[src/rtl/control_unit_if.sv]
// Status/control bundle between the accumulator-processor controller and its datapath.
// The controller takes the master modport; the datapath (or a bench) takes slave.
interface control_unit_if #(parameter int COUNT_W = 8);
    logic [2:0]         IR;
    logic               Aeq0;
    logic               Apos;
    logic               Enter;
    logic               IRload;
    logic               PCload;
    logic               Aload;
    logic               MemWr;
    logic               JMPmux;
    logic               Meminst;
    logic               Sub;
    logic [1:0]         Asel;
    logic               Initialize;
    logic               Halt;
    logic               InWait;
    logic [2:0]         State;
    logic [COUNT_W-1:0] InstrCount;

    modport master (
        input  IR, Aeq0, Apos, Enter,
        output IRload, PCload, Aload, MemWr, JMPmux, Meminst, Sub, Asel,
               Initialize, Halt, InWait, State, InstrCount
    );

    modport slave (
        output IR, Aeq0, Apos, Enter,
        input  IRload, PCload, Aload, MemWr, JMPmux, Meminst, Sub, Asel,
               Initialize, Halt, InWait, State, InstrCount
    );
endinterface

[src/rtl/control_unit.sv]
// Fetch/decode/execute sequencer for the 8-bit accumulator processor.
// Define CU_INPUT_HANDSHAKE_EN to make IN wait for the operator Enter strobe.
module control_unit #(
    parameter int COUNT_W = 8
) (
    input  logic          Clock,
    input  logic          Reset,
    control_unit_if.master bus
);

    typedef enum logic [2:0] {
        S_INIT    = 3'd0,
        S_FETCH   = 3'd1,
        S_DECODE  = 3'd2,
        S_EXEC    = 3'd3,
        S_IN_WAIT = 3'd4,
        S_IN_REL  = 3'd5,
        S_HALT    = 3'd6
    } state_t;

    typedef enum logic [2:0] {
        OP_LOAD  = 3'b000,
        OP_STORE = 3'b001,
        OP_ADD   = 3'b010,
        OP_SUB   = 3'b011,
        OP_IN    = 3'b100,
        OP_JZ    = 3'b101,
        OP_JPOS  = 3'b110,
        OP_HALT  = 3'b111
    } opcode_t;

    state_t             state;
    state_t             next_state;
    logic [COUNT_W-1:0] instr_count;

`ifndef CU_INPUT_HANDSHAKE_EN
    logic unused_enter;
    assign unused_enter = bus.Enter;
`endif

    always_ff @(posedge Clock) begin
        if (Reset) begin
            state       <= S_INIT;
            instr_count <= '0;
        end else begin
            state <= next_state;
            if (state == S_FETCH)
                instr_count <= instr_count + COUNT_W'(1);
        end
    end

    assign bus.State      = state;
    assign bus.InstrCount = instr_count;

    // Outputs decode from the state; the jump and Enter terms are Mealy.
    always_comb begin
        next_state     = S_INIT;
        bus.IRload     = 1'b0;
        bus.PCload     = 1'b0;
        bus.Aload      = 1'b0;
        bus.MemWr      = 1'b0;
        bus.JMPmux     = 1'b0;
        bus.Meminst    = 1'b0;
        bus.Sub        = 1'b0;
        bus.Asel       = 2'b00;
        bus.Initialize = 1'b0;
        bus.Halt       = 1'b0;
        bus.InWait     = 1'b0;

        case (state)
            S_INIT: begin
                bus.Initialize = 1'b1;
                next_state     = S_FETCH;
            end
            S_FETCH: begin
                bus.IRload = 1'b1;
                bus.PCload = 1'b1;
                next_state = S_DECODE;
            end
            S_DECODE: begin
                bus.Meminst = 1'b1;
                if (bus.IR == OP_HALT)
                    next_state = S_HALT;
`ifdef CU_INPUT_HANDSHAKE_EN
                else if (bus.IR == OP_IN)
                    next_state = S_IN_WAIT;
`endif
                else
                    next_state = S_EXEC;
            end
            S_EXEC: begin
                bus.Meminst = 1'b1;
                next_state  = S_FETCH;
                case (bus.IR)
                    OP_LOAD: begin
                        bus.Asel  = 2'b10;
                        bus.Aload = 1'b1;
                    end
                    OP_STORE: bus.MemWr = 1'b1;
                    OP_ADD:   bus.Aload = 1'b1;
                    OP_SUB: begin
                        bus.Sub   = 1'b1;
                        bus.Aload = 1'b1;
                    end
`ifndef CU_INPUT_HANDSHAKE_EN
                    OP_IN: begin
                        bus.Asel  = 2'b01;
                        bus.Aload = 1'b1;
                    end
`endif
                    OP_JZ: begin
                        bus.JMPmux = 1'b1;
                        bus.PCload = bus.Aeq0;
                    end
                    OP_JPOS: begin
                        bus.JMPmux = 1'b1;
                        bus.PCload = bus.Apos;
                    end
                    default: ;
                endcase
            end
`ifdef CU_INPUT_HANDSHAKE_EN
            S_IN_WAIT: begin
                bus.InWait = 1'b1;
                next_state = S_IN_WAIT;
                if (bus.Enter) begin
                    bus.Asel   = 2'b01;
                    bus.Aload  = 1'b1;
                    next_state = S_IN_REL;
                end
            end
            S_IN_REL: begin
                next_state = bus.Enter ? S_IN_REL : S_FETCH;
            end
`endif
            S_HALT: begin
                bus.Halt   = 1'b1;
                next_state = S_HALT;
            end
            default: next_state = S_INIT;
        endcase
    end

endmodule

[src/flat_wrapper.sv]
// flat-port wrapper written by rule: the top's interface ports become plain ports
module control_unit_flat 
#(
    parameter int COUNT_W = 8
)
  (Clock, Reset, bus_IR, bus_Aeq0, bus_Apos, bus_Enter, bus_IRload, bus_PCload, bus_Aload, bus_MemWr, bus_JMPmux, bus_Meminst, bus_Sub, bus_Asel, bus_Initialize, bus_Halt, bus_InWait, bus_State, bus_InstrCount);
  control_unit_if #(.COUNT_W(COUNT_W)) bus_i ();
  input  logic Clock;
  input  logic Reset;
  input wire logic [$bits(bus_i.IR)-1:0] bus_IR;
  input wire logic [$bits(bus_i.Aeq0)-1:0] bus_Aeq0;
  input wire logic [$bits(bus_i.Apos)-1:0] bus_Apos;
  input wire logic [$bits(bus_i.Enter)-1:0] bus_Enter;
  output wire logic [$bits(bus_i.IRload)-1:0] bus_IRload;
  output wire logic [$bits(bus_i.PCload)-1:0] bus_PCload;
  output wire logic [$bits(bus_i.Aload)-1:0] bus_Aload;
  output wire logic [$bits(bus_i.MemWr)-1:0] bus_MemWr;
  output wire logic [$bits(bus_i.JMPmux)-1:0] bus_JMPmux;
  output wire logic [$bits(bus_i.Meminst)-1:0] bus_Meminst;
  output wire logic [$bits(bus_i.Sub)-1:0] bus_Sub;
  output wire logic [$bits(bus_i.Asel)-1:0] bus_Asel;
  output wire logic [$bits(bus_i.Initialize)-1:0] bus_Initialize;
  output wire logic [$bits(bus_i.Halt)-1:0] bus_Halt;
  output wire logic [$bits(bus_i.InWait)-1:0] bus_InWait;
  output wire logic [$bits(bus_i.State)-1:0] bus_State;
  output wire logic [$bits(bus_i.InstrCount)-1:0] bus_InstrCount;
  assign bus_i.IR = bus_IR;
  assign bus_i.Aeq0 = bus_Aeq0;
  assign bus_i.Apos = bus_Apos;
  assign bus_i.Enter = bus_Enter;
  assign bus_IRload = bus_i.IRload;
  assign bus_PCload = bus_i.PCload;
  assign bus_Aload = bus_i.Aload;
  assign bus_MemWr = bus_i.MemWr;
  assign bus_JMPmux = bus_i.JMPmux;
  assign bus_Meminst = bus_i.Meminst;
  assign bus_Sub = bus_i.Sub;
  assign bus_Asel = bus_i.Asel;
  assign bus_Initialize = bus_i.Initialize;
  assign bus_Halt = bus_i.Halt;
  assign bus_InWait = bus_i.InWait;
  assign bus_State = bus_i.State;
  assign bus_InstrCount = bus_i.InstrCount;
  control_unit #(.COUNT_W(COUNT_W)) u_core (.Clock(Clock), .Reset(Reset), .bus(bus_i));
endmodule
[config.mk]
export PLATFORM = sky130hd
export DESIGN_NAME = control_unit_flat
export DESIGN_NICKNAME = d
export VERILOG_FILES = /design/src/rtl/control_unit_if.sv /design/src/rtl/control_unit.sv /design/src/flat_wrapper.sv
export SDC_FILE = /design/constraint.sdc
export NUM_CORES = 1
export LEC_CHECK = 0
export ABC_AREA = 1
export BUFFER_PORTS_ARGS = -buffer_cell sky130_fd_sc_hd__buf_2
export CAP_MARGIN = 20
export CORE_UTILIZATION = 39
export DETAILED_ROUTE_END_ITERATION = 12
export GPL_TIMING_DRIVEN = 0
export PLACE_DENSITY = 0.7
export SLEW_MARGIN = 30
export SYNTH_ARGS = -nofsm -noshare
export SYNTH_HDL_FRONTEND = slang
export SYNTH_SLANG_ARGS = --single-unit
[constraint.sdc]
create_clock -name Clock -period 2.7 [get_ports Clock]
set_input_delay 0.675 -clock Clock [delete_from_list [all_inputs] [get_ports Clock]]
set_output_delay 0.675 -clock Clock [all_outputs]
set_load 0.01 [all_outputs]
==> results of run 1 <==
power groups by stage:
stage | combinational, mW | sequential (mW) | clock, mW
floorplan | 0.0404 | 0.183 | 0
CTS | 0.0709 | 0.177 | 0.118
global route | 0.0778 | 0.179 | 0.125
detailed placement | 0.0704 | 0.181 | 0
finish | 0.0700 | 0.177 | 0.114
global placement | 0.0695 | 0.181 | 0
sequential cells by signal (all words and copies together) (netlist names):
| register | flops |
|---|---|
| u_core.bus.InstrCount | 8 |
| u_core.bus.State | 3 |
final cells by class:
| cell class | instances | area (um^2) |
|---|---|---|
| buffer | 1 | 7.51 |
| clock buffer | 4 | 26.3 |
| fill | 170 | 688 |
| inverter | 20 | 75.1 |
| multi-input combinational | 70 | 329 |
| sequential | 11 | 220 |
| tap | 16 | 20.0 |
| timing repair buffer | 28 | 140 |
tightest hold or removal path: cells and delay by family (launching register included):
family	cells	cell delay [ps]
simple gates	1	70
flops	1	340
compound gates	1	60
synthesized netlist by cell type (all sizes together) (3+ instances only):
master / number
dfxtp: 11
inv: 19
o21ai: 3
nor3: 7
nor2: 16
a21oi: 4
nand2: 22
nand3: 14
kinds of logic after synthesis:
family,share of synthesized area [%]
AND/OR/NAND/NOR,43.0
buffers and inverters,13.1
flip-flops,34.9
AO/OA/AOI/OAI,6.53
adder cells (fa/ha/maj),1.98
other,0.593
metrics by stage:
stage	instances	setup WS (ps)
after floorplan	102	873
after global placement	146	736
after detailed placement	146	680
after CTS	150	653
after global routing	150	523
final	150	666
metal layers:
| layer | up-vias | share of wire (%) |
|---|---|---|
| li1 | 386 | - |
| met1 | 328 | 48 |
| met2 | 19 | 45 |
| met3 | 4 | 4.6 |
| met4 | 0 | 2.2 |
| met5 | - | 0 |
how the worst max path moves through the flow:
| stage | end | cells past startpoint | from | slack, ps |
|---|---|---|---|---|
| 6_report | bus_MemWr | 3 | u_core.bus.State[0] | 670 |
| 5_1_grt | bus_MemWr | 3 | u_core.bus.State[0] | 520 |
| 4_1_cts | bus_MemWr | 3 | u_core.bus.State[0] | 650 |
| 3_5_place_dp | bus_Asel[1] | 5 | bus_IR[1] | 680 |
| 3_3_place_gp | bus_PCload | 6 | bus_IR[0] | 740 |
| 2_1_floorplan | bus_MemWr | 2 | bus_IR[0] | 870 |
==> PnR_summary.wiki, run 1 <==
{| class="wikitable"
! Metric !! Value
|-
| Outcome || finished, final reports clean
|-
| Worst min-delay path category || flop to flop
|-
| Portion of the post-synthesis area used by sequential elements || approximately a third
|-
| Setup bufs post-CTS || 0
|-
| Proportion of netlist area held by the largest area contributor || 34.9%
|-
| CP max-delay cell || dfxtp_1
|-
| Number of nets in the synthesized netlist || 111
|-
| Pin count of the biggest net entering global routing || 10
|-
| CTS resizes || 0
|-
| Die Footprint || 1790 um^2
|-
| Antenna diodes || 0
|-
| Period utilization || between 70 and 80%
|-
| Count of H-tree levels built during CTS || 1
|-
| Ports placed on the boundary || 31
|-
| Final core occ || between 50 and 60%
|-
| Number of max-cap violations || 0
|-
| Total negative setup slack || 0 ps
|-
| Final hold vios || 0
|-
| Std-Cell Rows || 14
|-
| Proportion of synthesized flip-flops having asynchronous set or reset || 0%
|-
| Critical path cell sequence || nand3_1 -> nor4_1 -> buf_2
|-
| Synthesis-to-finish area growth || 29.5%
|-
| Floorplan Core Area || 1510 um^2
|-
| First-pass iteration count of the detailed router || 4
|-
| Aggregate global-route resource usage || approximately 17%
|-
| Average wire per cell in the routed design || around 9.3 um
|-
| Final design area excluding fillers || 818 um^2
|-
| Most common cell after layout, fill and taps aside || buf_2
|-
| Worst IR drop on VDD || between 0.2 and 0.3 mV
|-
| Reg-to-reg startpoint || u_core.bus.InstrCount[0]
|-
| Die height || approximately 42 um
|-
| Comb power frac || 19.4%
|-
| Clock-pin slew on the worst setup and hold paths || roughly 70 ps
|-
| Largest driver fanout on the critical path || 7
|-
| Met1 usage in global routing || approximately 23%
|-
| Proportion of power drawn by the clock network || between 30% and 40%
|-
| Vias per inst || between 4 and 5
|-
| Mapped Area || between 600 and 700 um^2
|-
| Buffers from clock root to sink, at most || 2
|-
| Global-route wire length before repair || roughly 2200 um
|-
| CTS tree || built
|-
| Post-layout total power || ~0.36 mW
|-
| Arrival time at the worst endpoint || about 1400 ps
|-
| Kind of start point of the critical path || flop
|-
| Combined buffer and inverter count along the critical path || 1
|-
| R2r worst-path depth || 6
|-
| Layer with the highest usage after global routing || met1
|-
| Post-DP HPWL || between 1000 and 1500 um
|-
| Initial DRC Count || 15
|-
| Endpoint type of the worst setup path || output pin
|-
| Most frequent cells in the layout || 28 x buf_2, 21 x nand2_1, 17 x inv_1, 14 x nor2_1, 13 x nand3_1
|-
| Data required, critical path || 2030 ps
|-
| Via count of the first global-routing pass || about 540
|-
| # clock sinks || 11
|-
| Number of buffers inserted during clock tree synthesis || 3
|-
| Die X || roughly 42 um
|-
| Hold-critical path endpoint || u_core.bus.InstrCount[1]
|-
| Net count reported at finish || about 140
|-
| Power density over the cells || between 400 and 500 nW/um^2
|-
| Sum of routed wire length over all layers || roughly 1400 um
|-
| Register-to-register path setup slack || about 1500 ps
|-
| Final Max Slew Viols || 0
|-
| Count of endpoints failing setup in the final report || 0
|-
| Met3 global-route usage || 3.88%
|-
| Sequential share of power || slightly below 50%
|-
| Start point of the worst min-delay path || u_core.bus.InstrCount[1]
|-
| Reg-to-Reg End || u_core.bus.InstrCount[6]
|-
| Highest achievable clock rate || 492 MHz
|-
| Number of antenna violations at the first check in global routing || 0
|-
| Hold WS || approximately 500 ps
|-
| Synthesis-stage register bit count || 11
|-
| Leading area contributor after synthesis || dfxtp_1
|-
| Overall via count from detail_route || 737
|-
| GR met2 Demand/Resource || a little under a quarter
|-
| Post-synth cell types || 19
|-
| Root buffer selected by CTS || clkbuf_4
|-
| Count of unresolved DRC violations after routing || 0
|-
| Highest cell delay on the worst timing path || 470 ps
|-
| Insertion delay of the later-clocked pin in the worst-skew pair || ~270 ps
|-
| Internal power || between 0.2 and 0.3 mW
|-
| Worst clock skew || around 5.5 ps
|-
| Switching fraction of total power || 29.9%
|-
| Starting density of the core || about two fifths
|-
| Number of warnings issued by yosys || 0
|-
| Critical path class || flop to output pin
|-
| Gate count of the mapped netlist || 102
|-
| Family with the most delay on the worst path || flip-flops
|-
| Depth of the worst hold-timing path || 2
|-
| Total congestion overflow || 0
|-
| P_leak || around 0.46 nW
|-
| Unrepaired setup endpoints after global routing || false
|-
| Share of layout cells above drive strength 1 || between 20% and 30%
|-
| Final weighted congestion in routability-driven placement || 0.787
|-
| Most used flip-flop cell after synthesis || dfxtp_1
|-
| EDFF count, synth || 0
|-
| Placement-stage cell area || a little under 800 um^2
|-
| Avg Cell Area, Syn || a little over 6 um^2
|-
| Post-detailed-route count of antenna-violating nets || 0
|-
| Number of buffers added on ports || 28
|-
| Final critical path time including I/O delays and setup || around 2000 ps
|-
| Cts hold-fix bufs || 0
|-
| Net switching power || roughly 0.11 mW
|-
| Synth area leaders || dfxtp_1 35%, nand2_1 12%, nand3_1 10%
|}
Note: power is estimated with default switching activity, not from simulation.
==> inputs of run 2 (changes only) <==
--- a/config.mk
+++ b/config.mk
@@ -11,7 +11,7 @@
 export CORE_UTILIZATION = 39
 export DETAILED_ROUTE_END_ITERATION = 12
 export GPL_TIMING_DRIVEN = 0
-export PLACE_DENSITY = 0.7
+export PLACE_DENSITY = 0.72
 export SLEW_MARGIN = 30
 export SYNTH_ARGS = -nofsm -noshare
 export SYNTH_HDL_FRONTEND = slang
==> constraint.sdc (replaced) <==
create_clock -name Clock -period 1.8 [get_ports Clock]
set_input_delay 0.45 -clock Clock [delete_from_list [all_inputs] [get_ports Clock]]
set_output_delay 0.45 -clock Clock [all_outputs]
set_load 0.01 [all_outputs]
==> PnR_summary.wiki, run 2 (synthesis results as in run 1) <==
{| class="wikitable"
! Metric !! Value
|-
| Power density over the cells || 651 nW/um^2 (+47%)
|-
| Overall via count from detail_route || 724 (-1.8%)
|-
| Final critical path time including I/O delays and setup || 1660 ps
|-
| Ports placed on the boundary || 31 (unchanged)
|-
| Hold-critical path endpoint || u_core.bus.State[1]
|-
| Hold WS || 367 ps (-142 ps)
|-
| Worst min-delay path category || input port to flop
|-
| Number of max-cap violations || 0 (unchanged)
|-
| CTS tree || built
|-
| Post-DP HPWL || 1060 um (-3.2%)
|-
| Outcome || finished, final reports clean
|-
| Count of filler cells inserted in the layout || 167 (-1.8%)
|-
| Average wire per cell in the routed design || 9.37 um (+0.50%)
|-
| Total negative setup slack || 0 ps (unchanged)
|-
| Synthesis-to-finish area growth || 32.7%
|-
| Count of unresolved DRC violations after routing || 0 (unchanged)
|-
| Highest cell delay on the worst timing path || 370 ps (-100 ps)
|-
| Final weighted congestion in routability-driven placement || 0.797 (+1.3%)
|-
| Largest driver fanout on the critical path || 7 (unchanged)
|-
| Pin count of the biggest net entering global routing || 10 (unchanged)
|-
| First-pass iteration count of the detailed router || 4 (unchanged)
|-
| Net count reported at finish || 144 (unchanged)
|-
| Share of layout cells above drive strength 1 || 31.3% (+3.0 points)
|-
| Post-layout total power || 0.545 mW (+51%)
|-
| Die height || 42.3 um (unchanged)
|-
| Initial DRC Count || 14 (-1)
|-
| Antenna diodes || 0 (unchanged)
|-
| Unrepaired setup endpoints after global routing || false
|-
| Final Max Slew Viols || 0 (unchanged)
|-
| Reg-to-reg startpoint || u_core.bus.InstrCount[0]
|-
| # clock sinks || 11 (unchanged)
|-
| Final hold vios || 0 (unchanged)
|-
| CP max-delay cell || dfxtp_1
|-
| Family with the most delay on the worst path || flip-flops
|-
| Flip-flop count of the largest register after layout || 8 (unchanged)
|-
| Total congestion overflow || 0 (unchanged)
|-
| Std-Cell Rows || 14 (unchanged)
|-
| Count of endpoints failing setup in the final report || 0 (unchanged)
|-
| Depth of the worst hold-timing path || 2 (unchanged)
|-
| Arrival time at the worst endpoint || 1210 ps (-150 ps)
|-
| Starting density of the core || 41.9% (unchanged)
|-
| Critical path cell sequence || inv_2 -> nand3_4 -> nor4_1 -> buf_2
|-
| Root buffer selected by CTS || clkbuf_4
|-
| Number of antenna violations at the first check in global routing || 0 (unchanged)
|-
| Clock-pin slew on the worst setup and hold paths || 70 ps (about the same)
|-
| Start point of the worst min-delay path || Reset
|-
| Place WS || 264 ps (-416 ps)
|-
| Data required, critical path || 1350 ps (-680 ps)
|-
| Worst clock skew || 6.04 ps (+0.525 ps)
|-
| Endpoint type of the worst setup path || output pin
|-
| Most common cell after layout, fill and taps aside || buf_2
|-
| Most frequent cells in the layout || 28 x buf_2, 21 x nand2_1, 17 x inv_1, 14 x nor2_1, 12 x nand3_1
|-
| Reg-to-Reg End || u_core.bus.InstrCount[6]
|-
| Critical path class || flop to output pin
|-
| Footprint of the multi-input gates || 347 um^2 (+5.3%)
|-
| Floorplan Core Area || 1510 um^2 (unchanged)
|-
| Period utilization || around 92%
|-
| Insertion delay of the later-clocked pin in the worst-skew pair || 260 ps (about the same)
|-
| Cts hold-fix bufs || 0 (unchanged)
|-
| Die X || 42.3 um (unchanged)
|-
| Kind of start point of the critical path || flop
|-
| Global-route wire length before repair || 2510 um (+12%)
|-
| Aggregate global-route resource usage || 17.8% (+1.1 points)
|-
| Register area || 223 um^2 (+1.1%)
|-
| P_leak || 0.463 nW (+0.45%)
|-
| Worst IR drop on VDD || 0.388 mV (+41%)
|-
| Register-to-register path setup slack || 600 ps (-930 ps)
|-
| Vias per inst || 4.83 (-1.8%)
|-
| Count of H-tree levels built during CTS || 1 (unchanged)
|-
| Highest achievable clock rate || around 600 MHz
|-
| Sum of routed wire length over all layers || 1410 um (+0.50%)
|-
| Number of buffers inserted during clock tree synthesis || 3 (unchanged)
|-
| Worst Setup Slack, final || 135 ps (-531 ps)
|-
| Combined buffer and inverter count along the critical path || 2 (+1)
|-
| Die Footprint || 1790 um^2 (unchanged)
|-
| Final core occ || 55.6% (+1.3 points)
|-
| R2r worst-path depth || 6 (unchanged)
|-
| Number of buffers added on ports || 28 (unchanged)
|-
| Via count of the first global-routing pass || 615 (+13%)
|-
| Buffers from clock root to sink, at most || 2 (unchanged)
|-
| Post-detailed-route count of antenna-violating nets || 0 (unchanged)
|}
## run 2: layout make-up
cell class / instances / area share [%]
flip-flops and latches: 11 / 26.6
inverters: 20 / 8.96
well taps: 16 / 2.39
plain buffers: 1 / 0.896
clock buffers: 4 / 3.13
repair buffers: 28 / 16.7
multi-input cells: 70 / 41.3
## run 2: per-stage QoR
stage | instance area, um^2 | instances
finish | 838 | 150
global route | 838 | 150
CTS | 823 | 150
detailed placement | 792 | 146
global placement | 792 | 146
floorplan | 632 | 102
## run 2: report_power, final
group          switching [mW]  total [mW]  internal (mW)  leakage (nW)
combinational          0.0649       0.107         0.0425         0.358
sequential             0.0162       0.270          0.254        0.0899
clock                  0.0823       0.168         0.0856        0.0150
total                   0.163       0.545          0.382         0.463
## run 2: timing repair
action                     4_1_cts  5_1_grt
setup endpoints to repair        2        6
setup buffers                    0        0
resized for setup                1        4
## run 2: how the worst max path moves through the flow
stage                                   start     endpoint  slack [ps]  cells after the start
after floorplan           u_core.bus.State[0]    bus_MemWr         280                      2
after global placement              bus_IR[0]   bus_PCload         280                      6
after detailed placement  u_core.bus.State[0]    bus_MemWr         260                      3
after CTS                 u_core.bus.State[0]    bus_MemWr          50                      3
after global routing      u_core.bus.State[2]  bus_Asel[0]          50                      4
final                     u_core.bus.State[2]    bus_MemWr         140                      4
## run 2: routing by layer
| layer | vias up | wire length, um | track usage [%] |
|---|---|---|---|
| met4 | 0 | 10 | 7.50 |
| met3 | 2 | 106 | 4.31 |
| met2 | 29 | 619 | 27.4 |
| met1 | 309 | 667 | 23.7 |
| li1 | 384 | - | - |
| met5 | - | 0 | 0 |
==> inputs of run 3 (changes only) <==
--- a/config.mk
+++ b/config.mk
@@ -12,6 +12,7 @@
 export DETAILED_ROUTE_END_ITERATION = 12
 export GPL_TIMING_DRIVEN = 0
 export PLACE_DENSITY = 0.72
+export RECOVER_POWER = 100
 export SLEW_MARGIN = 30
 export SYNTH_ARGS = -nofsm -noshare
 export SYNTH_HDL_FRONTEND = slang
==> PnR_summary.wiki, run 3 (synthesis results as in run 1) <==
{| class="wikitable"
! Metric !! Value
|-
| Outcome || finished, final reports clean
|-
| Total congestion overflow || 0 (unchanged)
|-
| Aggregate global-route resource usage || 17.8% (unchanged)
|-
| Endpoint type of the worst setup path || output pin
|-
| Worst clock skew || 5.85 ps (-0.191 ps)
|-
| Arrival time at the worst endpoint || 1220 ps (about the same)
|-
| Floorplan Core Area || 1510 um^2 (unchanged)
|-
| Number of buffers added on ports || 28 (unchanged)
|-
| Insertion delay of the later-clocked pin in the worst-skew pair || 260 ps (about the same)
|-
| Count of filler cells inserted in the layout || 175 (+4.8%)
|-
| Initial DRC Count || 10 (-4)
|-
| Data required, critical path || 1350 ps (about the same)
|-
| Power density over the cells || 664 nW/um^2 (+2.1%)
|-
| Kind of start point of the critical path || flop
|-
| Final hold vios || 0 (unchanged)
|-
| Sum of routed wire length over all layers || 1390 um (-1.0%)
|-
| Final weighted congestion in routability-driven placement || 0.797 (unchanged)
|-
| Worst min-delay path category || input port to flop
|-
| Hold WS || 372 ps (+4.78 ps)
|-
| Std-Cell Rows || 14 (unchanged)
|-
| Post-DP HPWL || 1060 um (unchanged)
|-
| CTS tree || built
|-
| Net count reported at finish || 144 (unchanged)
|-
| Period utilization || 92.6% (+0.11 points)
|-
| Average wire per cell in the routed design || 9.27 um (-1.0%)
|-
| Global-route wire length before repair || 2510 um (unchanged)
|-
| Post-detailed-route count of antenna-violating nets || 0 (unchanged)
|-
| Most frequent cells in the layout || 21 x nand2_1, 17 x inv_1, 15 x nor2_1, 15 x clkbuf_1
|-
| Critical path class || flop to output pin
|-
| Root buffer selected by CTS || clkbuf_4
|-
| Synthesis-to-finish area growth || 28.5%
|-
| Ports placed on the boundary || 31 (unchanged)
|-
| Unrepaired setup endpoints after global routing || false
|-
| Number of buffers inserted during clock tree synthesis || 3 (unchanged)
|-
| Pin count of the biggest net entering global routing || 10 (unchanged)
|-
| Die X || 42.3 um (unchanged)
|-
| First-pass iteration count of the detailed router || 4 (unchanged)
|-
| Highest achievable clock rate || 600 MHz (-0.12%)
|-
| Post-layout total power || 0.539 mW (-1.1%)
|-
| Count of unresolved DRC violations after routing || 0 (unchanged)
|-
| P_leak || 0.403 nW (-13%)
|-
| Worst IR drop on VDD || 0.389 mV (+0.21%)
|-
| Starting density of the core || 41.9% (unchanged)
|-
| Via count of the first global-routing pass || 615 (unchanged)
|-
| Die Footprint || 1790 um^2 (unchanged)
|-
| Buffers from clock root to sink, at most || 2 (unchanged)
|-
| Die height || 42.3 um (unchanged)
|-
| Antenna diodes || 0 (unchanged)
|-
| Total negative setup slack || 0 ps (unchanged)
|-
| Number of antenna violations at the first check in global routing || 0 (unchanged)
|-
| Clock-pin slew on the worst setup and hold paths || 70 ps (about the same)
|-
| Count of endpoints failing setup in the final report || 0 (unchanged)
|-
| Final Max Slew Viols || 0 (unchanged)
|-
| Number of max-cap violations || 0 (unchanged)
|-
| Share of layout cells above drive strength 1 || 18.7% (-13 points)
|-
| Largest driver fanout on the critical path || 7 (unchanged)
|-
| Vias per inst || 4.87 (+0.83%)
|-
| Most common cell after layout, fill and taps aside || nand2_1
|-
| Flip-flop count of the largest register after layout || 8 (unchanged)
|-
| # clock sinks || 11 (unchanged)
|-
| Final critical path time including I/O delays and setup || 1670 ps (+2.00 ps)
|-
| Overall via count from detail_route || 730 (+0.83%)
|-
| Count of H-tree levels built during CTS || 1 (unchanged)
|}
## run 3: cell types whose count changed in the layout (fill, tap and decap cells not counted), sizes merged
cell,previous run,this run
clkbuf,4,19
buf,29,14
## run 3: worst max-delay path: stages, from the launching register on
cell,delay [ps]
dfxtp_1,370
inv_2,140
nand3_4,110
nor4_1,170
buf_2,170
## run 3: area by class of cell
type / instances / area (um^2) / share of cell area, %
plain buffers: 1 / 7.51 / 0.924
multi-input cells: 70 / 339 / 41.8
repair buffers: 28 / 123 / 15.1
clock buffers: 4 / 26.3 / 3.24
inverters: 20 / 75.1 / 9.24
flip-flops and latches: 11 / 221 / 27.3
well taps: 16 / 20.0 / 2.47
## run 3: metal layers
metal	track usage [%]	vias to the layer above	part of all wire (%)
met3	4.31	2	7.0
met4	7.50	0	0.72
met1	23.7	315	48
met5	0	-	0
met2	27.4	26	44
li1	-	387	-
## run 3: stage by stage
| stage | area, um^2 | worst slack, ps | utilization [%] | std cells |
|---|---|---|---|---|
| after global placement | 792 | 283 | 52.6 | 146 |
| after global routing | 812 | 23.9 | 53.9 | 150 |
| after detailed placement | 792 | 264 | 52.6 | 146 |
| final | 812 | 133 | 53.9 | 150 |
| after floorplan | 632 | 276 | - | 102 |
| after CTS | 823 | 53.1 | 54.7 | 150 |
## run 3: report_power, final
group / leakage (nW) / internal, mW / switching, mW
Clock: 0.0150 / 0.0856 / 0.0828
Combinational: 0.298 / 0.0375 / 0.0639
Sequential: 0.0896 / 0.253 / 0.0161
## run 3: timing repair
| item | in CTS | in global routing |
|---|---|---|
| hold buffers | 0 | 0 |
| endpoints found under the setup margin | 2 | 6 |
| gates resized for setup | 1 | 4 |
| setup buffers | 0 | 0 |
## run 3: path summary, 6_finish.rpt
check                           start                  endpoint  slack, ps  cells past startpoint
min                             Reset       u_core.bus.State[1]        370                      2
min reg2reg  u_core.bus.InstrCount[1]  u_core.bus.InstrCount[1]        510                      2
max reg2reg       u_core.bus.State[2]  u_core.bus.InstrCount[7]        510                      6
max               u_core.bus.State[2]                 bus_MemWr        130                      4
